===== config.mk =====
export PLATFORM = sky130hd
export DESIGN_NAME = tl_width_downsizer
export DESIGN_NICKNAME = d
export VERILOG_FILES = /design/src/rtl/tl_width_downsizer.sv
export SDC_FILE = /design/constraint.sdc
export NUM_CORES = 1
export LEC_CHECK = 0
export CORE_AREA = 2 2 129 131
export CTS_BUF_LIST = sky130_fd_sc_hd__clkbuf_8
export CTS_CLUSTER_SIZE = 20
export DETAILED_ROUTE_END_ITERATION = 7
export DIE_AREA = 0 0 131 133
export GPL_TIMING_DRIVEN = 0
export SYNTH_ARGS = -nofsm -noshare
export SYNTH_HDL_FRONTEND = slang
export SYNTH_SLANG_ARGS = --single-unit

===== constraint.sdc =====
create_clock -name clock -period 8.4 [get_ports clock]
set_clock_uncertainty 0.15 [all_clocks]
set_input_delay 1.26 -clock clock [delete_from_list [all_inputs] [get_ports clock]]
set_output_delay 1.26 -clock clock [all_outputs]
set_load 0.01 [all_outputs]

===== src/rtl/tl_width_downsizer.sv =====
`default_nettype none
// ============================================================================
// Module      : tl_width_downsizer
// Description : TileLink-UL width adapter between a wide upstream client port
//               (IN_BYTES per beat) and a narrow downstream manager port
//               (OUT_BYTES per beat).
//               A channel: each wide beat is split into up to RATIO narrow beats
//               with zero latency and no buffering (the upstream beat is held
//               stable by the protocol while it is being split).
//               D channel: narrow response beats are merged back into wide
//               beats; all but the final narrow beat of a group are absorbed
//               into an accumulator, and the final one is forwarded upstream
//               together with the stored slices.
//               RATIO = IN_BYTES/OUT_BYTES; RATIO=1 is a plain wire.
// Ports       : clock, reset               - shared clock, async active-high reset
//               auto_in_a_*                 - upstream A (wide, this block is sink)
//               auto_in_d_*                 - upstream D (wide, this block is source)
//               auto_out_a_*                - downstream A (narrow, this block is source)
//               auto_out_d_*                - downstream D (narrow, this block is sink)
// Revision    : 1.0 - initial release
// ============================================================================
module tl_width_downsizer #(
   parameter int IN_BYTES  = 8,
   parameter int OUT_BYTES = 4,
   parameter int ADDR_W    = 32,
   parameter int SRC_W     = 1,
   parameter int SINK_W    = 2
) (
   input  logic                   clock,
   input  logic                   reset,
   // upstream A
   output logic                   auto_in_a_ready,
   input  logic                   auto_in_a_valid,
   input  logic [2:0]             auto_in_a_bits_opcode,
   input  logic [2:0]             auto_in_a_bits_param,
   input  logic [3:0]             auto_in_a_bits_size,
   input  logic [SRC_W-1:0]       auto_in_a_bits_source,
   input  logic [ADDR_W-1:0]      auto_in_a_bits_address,
   input  logic [IN_BYTES-1:0]    auto_in_a_bits_mask,
   input  logic [8*IN_BYTES-1:0]  auto_in_a_bits_data,
   input  logic                   auto_in_a_bits_corrupt,
   // upstream D
   input  logic                   auto_in_d_ready,
   output logic                   auto_in_d_valid,
   output logic [2:0]             auto_in_d_bits_opcode,
   output logic [1:0]             auto_in_d_bits_param,
   output logic [3:0]             auto_in_d_bits_size,
   output logic [SRC_W-1:0]       auto_in_d_bits_source,
   output logic [SINK_W-1:0]      auto_in_d_bits_sink,
   output logic                   auto_in_d_bits_denied,
   output logic [8*IN_BYTES-1:0]  auto_in_d_bits_data,
   output logic                   auto_in_d_bits_corrupt,
   // downstream A
   input  logic                   auto_out_a_ready,
   output logic                   auto_out_a_valid,
   output logic [2:0]             auto_out_a_bits_opcode,
   output logic [2:0]             auto_out_a_bits_param,
   output logic [3:0]             auto_out_a_bits_size,
   output logic [SRC_W-1:0]       auto_out_a_bits_source,
   output logic [ADDR_W-1:0]      auto_out_a_bits_address,
   output logic [OUT_BYTES-1:0]   auto_out_a_bits_mask,
   output logic [8*OUT_BYTES-1:0] auto_out_a_bits_data,
   output logic                   auto_out_a_bits_corrupt,
   // downstream D
   output logic                   auto_out_d_ready,
   input  logic                   auto_out_d_valid,
   input  logic [2:0]             auto_out_d_bits_opcode,
   input  logic [1:0]             auto_out_d_bits_param,
   input  logic [3:0]             auto_out_d_bits_size,
   input  logic [SRC_W-1:0]       auto_out_d_bits_source,
   input  logic [SINK_W-1:0]      auto_out_d_bits_sink,
   input  logic                   auto_out_d_bits_denied,
   input  logic [8*OUT_BYTES-1:0] auto_out_d_bits_data,
   input  logic                   auto_out_d_bits_corrupt
);

   localparam int c_ratio    = IN_BYTES / OUT_BYTES;
   localparam int c_ratio_lg = $clog2(c_ratio);
   localparam int c_ib_lg    = $clog2(IN_BYTES);
   localparam int c_ob_lg    = $clog2(OUT_BYTES);
   localparam int c_out_w    = 8 * OUT_BYTES;

   localparam logic [2:0] c_op_put_full    = 3'd0;
   localparam logic [2:0] c_op_put_partial = 3'd1;
   localparam logic [2:0] c_op_ack_data    = 3'd1;

   // Fields that pass through unchanged regardless of ratio
   assign auto_out_a_valid        = auto_in_a_valid;
   assign auto_out_a_bits_opcode  = auto_in_a_bits_opcode;
   assign auto_out_a_bits_param   = auto_in_a_bits_param;
   assign auto_out_a_bits_size    = auto_in_a_bits_size;
   assign auto_out_a_bits_source  = auto_in_a_bits_source;
   assign auto_out_a_bits_address = auto_in_a_bits_address;
   assign auto_out_a_bits_corrupt = auto_in_a_bits_corrupt;

   // D header fields always come from the beat currently presented
   // downstream, which is the final beat whenever in_d_valid is high.
   assign auto_in_d_bits_opcode   = auto_out_d_bits_opcode;
   assign auto_in_d_bits_param    = auto_out_d_bits_param;
   assign auto_in_d_bits_size     = auto_out_d_bits_size;
   assign auto_in_d_bits_source   = auto_out_d_bits_source;
   assign auto_in_d_bits_sink     = auto_out_d_bits_sink;

   generate
      if (c_ratio == 1) begin : g_passthru
         assign auto_in_a_ready        = auto_out_a_ready;
         assign auto_out_a_bits_mask   = auto_in_a_bits_mask;
         assign auto_out_a_bits_data   = auto_in_a_bits_data;
         assign auto_out_d_ready       = auto_in_d_ready;
         assign auto_in_d_valid        = auto_out_d_valid;
         assign auto_in_d_bits_denied  = auto_out_d_bits_denied;
         assign auto_in_d_bits_data    = auto_out_d_bits_data;
         assign auto_in_d_bits_corrupt = auto_out_d_bits_corrupt;
      end else begin : g_split
         localparam int CW = c_ratio_lg;

         // ------------------------------------------------------------------
         // A channel split
         // ------------------------------------------------------------------
         logic [CW-1:0] r_a_cnt;
         logic [3:0]    w_a_lg;     // log2 of narrow beats for this wide beat
         logic [CW-1:0] w_a_max;    // nA-1
         logic [CW-1:0] w_a_sel;
         logic          w_a_last;
         logic          w_a_fire;

         always_comb begin
            w_a_lg = 4'd0;
            if ((auto_in_a_bits_opcode == c_op_put_full ||
                 auto_in_a_bits_opcode == c_op_put_partial) &&
                auto_in_a_bits_size > 4'(c_ob_lg)) begin
               w_a_lg = auto_in_a_bits_size - 4'(c_ob_lg);
               if (w_a_lg > 4'(CW))
                  w_a_lg = 4'(CW);
            end
            w_a_max = CW'((32'd1 << w_a_lg) - 32'd1);
         end

         // The address picks the starting lane for sub-width transfers; the
         // counter walks the remaining lanes of an aligned group.
         assign w_a_sel  = auto_in_a_bits_address[c_ib_lg-1:c_ob_lg] | r_a_cnt;
         assign w_a_last = (r_a_cnt == w_a_max);
         assign w_a_fire = auto_in_a_valid && auto_out_a_ready;

         assign auto_out_a_bits_data = auto_in_a_bits_data[32'(w_a_sel)*c_out_w +: c_out_w];
         assign auto_out_a_bits_mask = auto_in_a_bits_mask[32'(w_a_sel)*OUT_BYTES +: OUT_BYTES];
         assign auto_in_a_ready      = auto_out_a_ready && w_a_last;

         always_ff @(posedge clock or posedge reset) begin
            if (reset) begin
               r_a_cnt <= '0;
            end else if (w_a_fire) begin
               r_a_cnt <= w_a_last ? '0 : r_a_cnt + 1'b1;
            end
         end

         // ------------------------------------------------------------------
         // D channel merge
         // ------------------------------------------------------------------
         logic [CW-1:0]                      r_d_cnt;
         logic [c_ratio-2:0][c_out_w-1:0]    r_d_acc;
         logic                               r_d_corrupt_acc;
         logic                               r_d_denied_acc;
         logic [3:0]                         w_d_lg;
         logic [CW-1:0]                      w_d_max;    // nD-1
         logic                               w_d_last;
         logic                               w_d_fire;
         logic [8*IN_BYTES-1:0]              w_d_data;

         always_comb begin
            w_d_lg = 4'd0;
            if (auto_out_d_bits_opcode == c_op_ack_data &&
                auto_out_d_bits_size > 4'(c_ob_lg)) begin
               w_d_lg = auto_out_d_bits_size - 4'(c_ob_lg);
               if (w_d_lg > 4'(CW))
                  w_d_lg = 4'(CW);
            end
            w_d_max = CW'((32'd1 << w_d_lg) - 32'd1);
         end

         assign w_d_last = (r_d_cnt == w_d_max);
         assign w_d_fire = auto_out_d_valid && auto_out_d_ready;

         // Each wide lane i takes group slot (i mod nD): the incoming beat
         // for the current slot, stored slices for earlier ones. For groups
         // narrower than the wide beat this replicates the group across it.
         always_comb begin
            logic [CW-1:0] j;
            w_d_data = '0;
            for (int i = 0; i < c_ratio; i++) begin
               j = CW'(i) & w_d_max;
               if (j == r_d_cnt)
                  w_d_data[i*c_out_w +: c_out_w] = auto_out_d_bits_data;
               else if (j < CW'(c_ratio - 1))
                  w_d_data[i*c_out_w +: c_out_w] = r_d_acc[j];
            end
         end

         assign auto_out_d_ready       = w_d_last ? auto_in_d_ready : 1'b1;
         assign auto_in_d_valid        = auto_out_d_valid && w_d_last;
         assign auto_in_d_bits_data    = w_d_data;
         assign auto_in_d_bits_corrupt = auto_out_d_bits_corrupt | r_d_corrupt_acc;
         assign auto_in_d_bits_denied  = auto_out_d_bits_denied  | r_d_denied_acc;

         always_ff @(posedge clock or posedge reset) begin
            if (reset) begin
               r_d_cnt         <= '0;
               r_d_acc         <= '0;
               r_d_corrupt_acc <= 1'b0;
               r_d_denied_acc  <= 1'b0;
            end else if (w_d_fire) begin
               if (w_d_last) begin
                  r_d_cnt         <= '0;
                  r_d_acc         <= '0;
                  r_d_corrupt_acc <= 1'b0;
                  r_d_denied_acc  <= 1'b0;
               end else begin
                  r_d_acc[r_d_cnt] <= auto_out_d_bits_data;
                  r_d_corrupt_acc  <= r_d_corrupt_acc | auto_out_d_bits_corrupt;
                  r_d_denied_acc   <= r_d_denied_acc  | auto_out_d_bits_denied;
                  r_d_cnt          <= r_d_cnt + 1'b1;
               end
            end
         end
      end
   endgenerate

endmodule
`default_nettype wire


==> impl_metrics.xml <==
<?xml version="1.0" encoding="UTF-8"?>
<metrics>
  <group name="clock_network">
    <metric name="clkSinkCount" unit="">36</metric>
    <metric name="postCtsSetupBuffers" unit="">0</metric>
    <metric name="cts_repair_resize_count" unit="">0</metric>
    <metric name="cts.clk_slew.worst_paths" unit="ps">80</metric>
    <metric name="cts_hold_buffers" unit="">0</metric>
    <metric name="ctsRootBufferMaster" unit="">clkbuf_8</metric>
    <metric name="tritoncts" unit="">built</metric>
    <metric name="clk-insertion-delay-late" unit="ps">300</metric>
    <metric name="htree_num_levels" unit="">2</metric>
    <metric name="max-clock-path-buffers" unit="">2</metric>
    <metric name="cts_buffers" unit="">5</metric>
  </group>
  <group name="sta">
    <metric name="final.setup.worst_slack" unit="ps">1710</metric>
    <metric name="layout_min_cycle_time" unit="ps">6690</metric>
    <metric name="rsz_0062_raised_after_global_routing" unit="">false</metric>
    <metric name="setup_tns" unit="ps">0</metric>
    <metric name="min_period_over_period" unit="%">79.6</metric>
    <metric name="worst_slew_pin_slew" unit="ps">845</metric>
    <metric name="max_clock_freq" unit="MHz">150</metric>
    <metric name="max_slew_margin_vs_limit" unit="%">43.6</metric>
    <metric name="hold_violations" unit="">0</metric>
    <metric name="finalSetupViolCount" unit="">0</metric>
    <metric name="slew_violations" unit="">0</metric>
  </group>
  <group name="synthesis">
    <metric name="yosysSeqAreaShare" unit="%">25.3</metric>
    <metric name="post_synth_edffs" unit="">0</metric>
    <metric name="synth.largest_area_cell" unit="">dfrtp_1</metric>
    <metric name="mappedNetlistArea" unit="um2">3560</metric>
    <metric name="net_count_after_synthesis" unit="">563</metric>
    <metric name="synth_top_cells_by_count" unit="">buf_4, mux2_1, nand2_1</metric>
    <metric name="asyncSetResetFlopFracSynth" unit="%">100</metric>
    <metric name="synth.yosys.warnings" unit="">0</metric>
    <metric name="post_synth_main_area_contributors" unit="">dfrtp_1, mux2_1, buf_4</metric>
    <metric name="synth.distinct_cells" unit="">31</metric>
    <metric name="postSynth.topFlopCell" unit="">dfrtp_1</metric>
    <metric name="syn-mean-instance-area" unit="um2">9.09</metric>
    <metric name="ys_seq_elements" unit="">36</metric>
    <metric name="synthesis.instances" unit="">391</metric>
    <metric name="yosysTopAreaCellShare" unit="%">25.3</metric>
  </group>
  <group name="power">
    <metric name="power_frac_comb" unit="%">56.7</metric>
    <metric name="vdd_drop_max" unit="uV">64.8</metric>
    <metric name="power_density" unit="nW/um2">113</metric>
    <metric name="share_seq_of_total_power" unit="%">27.1</metric>
    <metric name="total_leakage_power" unit="nW">2.72</metric>
    <metric name="intPower" unit="W">0.000495</metric>
    <metric name="power_frac_clock" unit="%">16.2</metric>
    <metric name="design_power_total" unit="W">0.000766</metric>
    <metric name="sw_frac_of_total" unit="%">35.4</metric>
    <metric name="p_sw" unit="W">0.000272</metric>
  </group>
  <group name="status">
    <metric name="outcome" unit="">complete, no violations</metric>
  </group>
  <group name="layout">
    <metric name="multi_input_comb_area" unit="um2">2040</metric>
    <metric name="insertedDiodeCount" unit="">0</metric>
    <metric name="fillerInstances" unit="">1565</metric>
    <metric name="fraction_of_layout_instances_using_a_drive_strength_above_1" unit="%">18.4</metric>
    <metric name="area_growth" unit="%">90.4</metric>
    <metric name="register_area" unit="um2">901</metric>
    <metric name="layout.nets" unit="">856</metric>
    <metric name="layoutNonFillerInstCount" unit="">904</metric>
  </group>
  <group name="setup_path">
    <metric name="levels_on_crit_path" unit="">13</metric>
    <metric name="worst-endpoint-required" unit="ps">6990</metric>
    <metric name="worstSetupEndpointType" unit="">output pin</metric>
    <metric name="timing.critical_path.slowest_stage_cell" unit="">clkdlybuf4s50_1</metric>
    <metric name="critical_path.max_fanout" unit="">10</metric>
    <metric name="crit_type" unit="">in -&gt; out</metric>
    <metric name="critPathArrivalTime" unit="ps">5280</metric>
    <metric name="worstPathCellList" unit="">clkdlybuf4s50_1, inv_1, ha_1, and3b_1, a211oi_4, buf_6, ha_1, buf_2, clkbuf_1, clkbuf_1, nand2_1, o21ai_2, clkdlybuf4s50_1</metric>
    <metric name="worst_r2r_path_depth" unit="">8</metric>
    <metric name="path_buf_inv" unit="">7</metric>
    <metric name="worst_setup_path_start_kind" unit="">input port</metric>
    <metric name="crit_path_max_incr_delay" unit="ps">580</metric>
    <metric name="timing.critical_path.max_delay_family" unit="">buffers and inverters</metric>
    <metric name="worst-r2r-setup-slack" unit="ps">5620</metric>
  </group>
  <group name="grt">
    <metric name="track_usage" unit="%">18.6</metric>
    <metric name="number_of_antenna_violations_at_the_first_check_in_global_routing" unit="">1</metric>
    <metric name="number_of_global_route_vias_before_repair" unit="">4158</metric>
    <metric name="wire_length_of_the_first_global_routing_pass" unit="um">24700</metric>
    <metric name="grt_max_degree" unit="">37</metric>
    <metric name="grt_remaining_overflow" unit="">0</metric>
  </group>
  <group name="floorplanning">
    <metric name="die_height" unit="um">133</metric>
    <metric name="pin_count" unit="">330</metric>
    <metric name="design.core.area" unit="um2">16200</metric>
    <metric name="initial_core_util" unit="%">22.0</metric>
    <metric name="die_width" unit="um">131</metric>
    <metric name="die_area" unit="um2">17400</metric>
    <metric name="placement_rows" unit="">47</metric>
  </group>
  <group name="route">
    <metric name="drtIter0Drc" unit="">98</metric>
    <metric name="drt.antenna.violating_nets" unit="">0</metric>
    <metric name="wl" unit="um">17300</metric>
    <metric name="detail_route.vias_per_cell" unit="">4.46</metric>
    <metric name="num_vias" unit="">4034</metric>
    <metric name="post_drt_wl_per_cell" unit="um">19.2</metric>
    <metric name="detailedRoute.firstPassIterationCount" unit="">4</metric>
    <metric name="remaining_routing_drc_violations" unit="">0</metric>
  </group>
  <group name="place">
    <metric name="routabilityCongestion" unit="">0.789</metric>
    <metric name="detailedPlace.worstSlack" unit="ps">1590</metric>
    <metric name="numPortBuffers" unit="">286</metric>
    <metric name="number_of_placed_instances_taps_included" unit="">897</metric>
    <metric name="dp.final_hpwl" unit="um">13900</metric>
  </group>
  <group name="min_path">
    <metric name="hp-class" unit="">reg -&gt; reg</metric>
    <metric name="hold_depth" unit="">2</metric>
  </group>
  <group name="flow_run">
    <metric name="cap_viol_max_count" unit="">0</metric>
  </group>
</metrics>
[final cells by class]
class | count | share of cell area (%)
repair buffers | 286 | 42.3
multi-input cells | 259 | 30.1
inverters | 7 | 0.388
clock inverters | 2 | 0.129
well taps | 220 | 4.07
flip-flops and latches | 36 | 13.3
clock buffers | 5 | 1.02
plain buffers | 89 | 8.76
[worst register-to-register path: stages, from the launching register on]
cell	delay (ps)
dfrtp_1	320
buf_2	190
buf_2	300
inv_1	80
ha_1	270
buf_2	210
clkbuf_1	460
clkbuf_1	550
o2bb2ai_1	120
[flip-flops by register name (all words and copies together), names as in the netlist]
name,flops
g_split.r_d_acc,32
g_split.r_a_cnt,1
g_split.r_d_cnt,1
g_split.r_d_corrupt_acc,1
g_split.r_d_denied_acc,1
[through the flow]
step / area, um2 / utilization (%) / hold slack, ps
3_3_place_gp: 6690 / 41.4 / 336
4_1_cts: 6770 / 41.9 / 361
5_1_grt: 6770 / 41.9 / 391
2_1_floorplan: 3560 / - / 312
3_5_place_dp: 6690 / 41.4 / 343
6_report: 6770 / 41.9 / 356
[cell usage in the layout, fill, tap and decap left out, types with 2 or more instances in the layout]
master             n
nand3_1           32
o21ai_0            2
o2bb2ai_1         32
o21ai_2           29
a21oi_1            2
buf_4             59
and2_1             2
nand2_1           37
inv_1              7
nand2b_1          33
buf_2             12
clkbuf_1          13
o21ai_1            3
buf_6              3
clkbuf_8           5
mux2_1            59
clkdlybuf4s50_1  286
or2_2              2
mux2_2            11
ha_1               4
dfrtp_1           36
buf_1              2
[final timing paths]
path | startpoint | endpoint
min in group asynchronous | reset | g_split.r_d_acc[16]
max in group asynchronous | reset | g_split.r_d_acc[30]
worst min-delay path | g_split.r_d_denied_acc | g_split.r_d_denied_acc
worst min register to register | g_split.r_d_denied_acc | g_split.r_d_denied_acc
worst max-delay path | auto_out_d_bits_size[1] | auto_in_d_bits_data[51]
worst max register to register | g_split.r_d_cnt | g_split.r_d_acc[31]
[kinds of logic (layout without fill, tap and decap cells)]
logic type / count (synthesis) / after routing / synth area share (%)
AO/OA/AOI/OAI: 71 / 71 / 17.2
XOR/XNOR: 1 / 1 / 0.246
AND/OR/NAND/NOR: 113 / 113 / 16.3
buffers and inverters: 96 / 389 / 17.4
multiplexers: 70 / 70 / 22.2
flip-flops: 36 / 36 / 25.3
adder cells (fa/ha/maj): 4 / 4 / 1.41
[power by group through the flow]
| stage | Sequential [W] | Combinational (W) | Clock (W) |
|---|---|---|---|
| 6_report | 0.000208 | 0.000434 | 0.000124 |
| 5_1_grt | 0.000210 | 0.000464 | 0.000137 |
| 4_1_cts | 0.000208 | 0.000442 | 0.000128 |
| 3_5_place_dp | 0.000211 | 0.000438 | 0 |
| 3_3_place_gp | 0.000210 | 0.000436 | 0 |
| 2_1_floorplan | 0.000206 | 0.000192 | 0 |
[per-layer routing]
metal,share of wire [%],global-route usage (%),wire length (um),vias up
met3,8.6,4.69,1490,24
met2,49,32.5,8460,195
met5,0.046,0,8,-
met1,41,22.5,7070,1906
met4,1.8,4.67,310,2
li1,-,-,-,1907
Note: power is estimated with default switching activity, not from simulation.
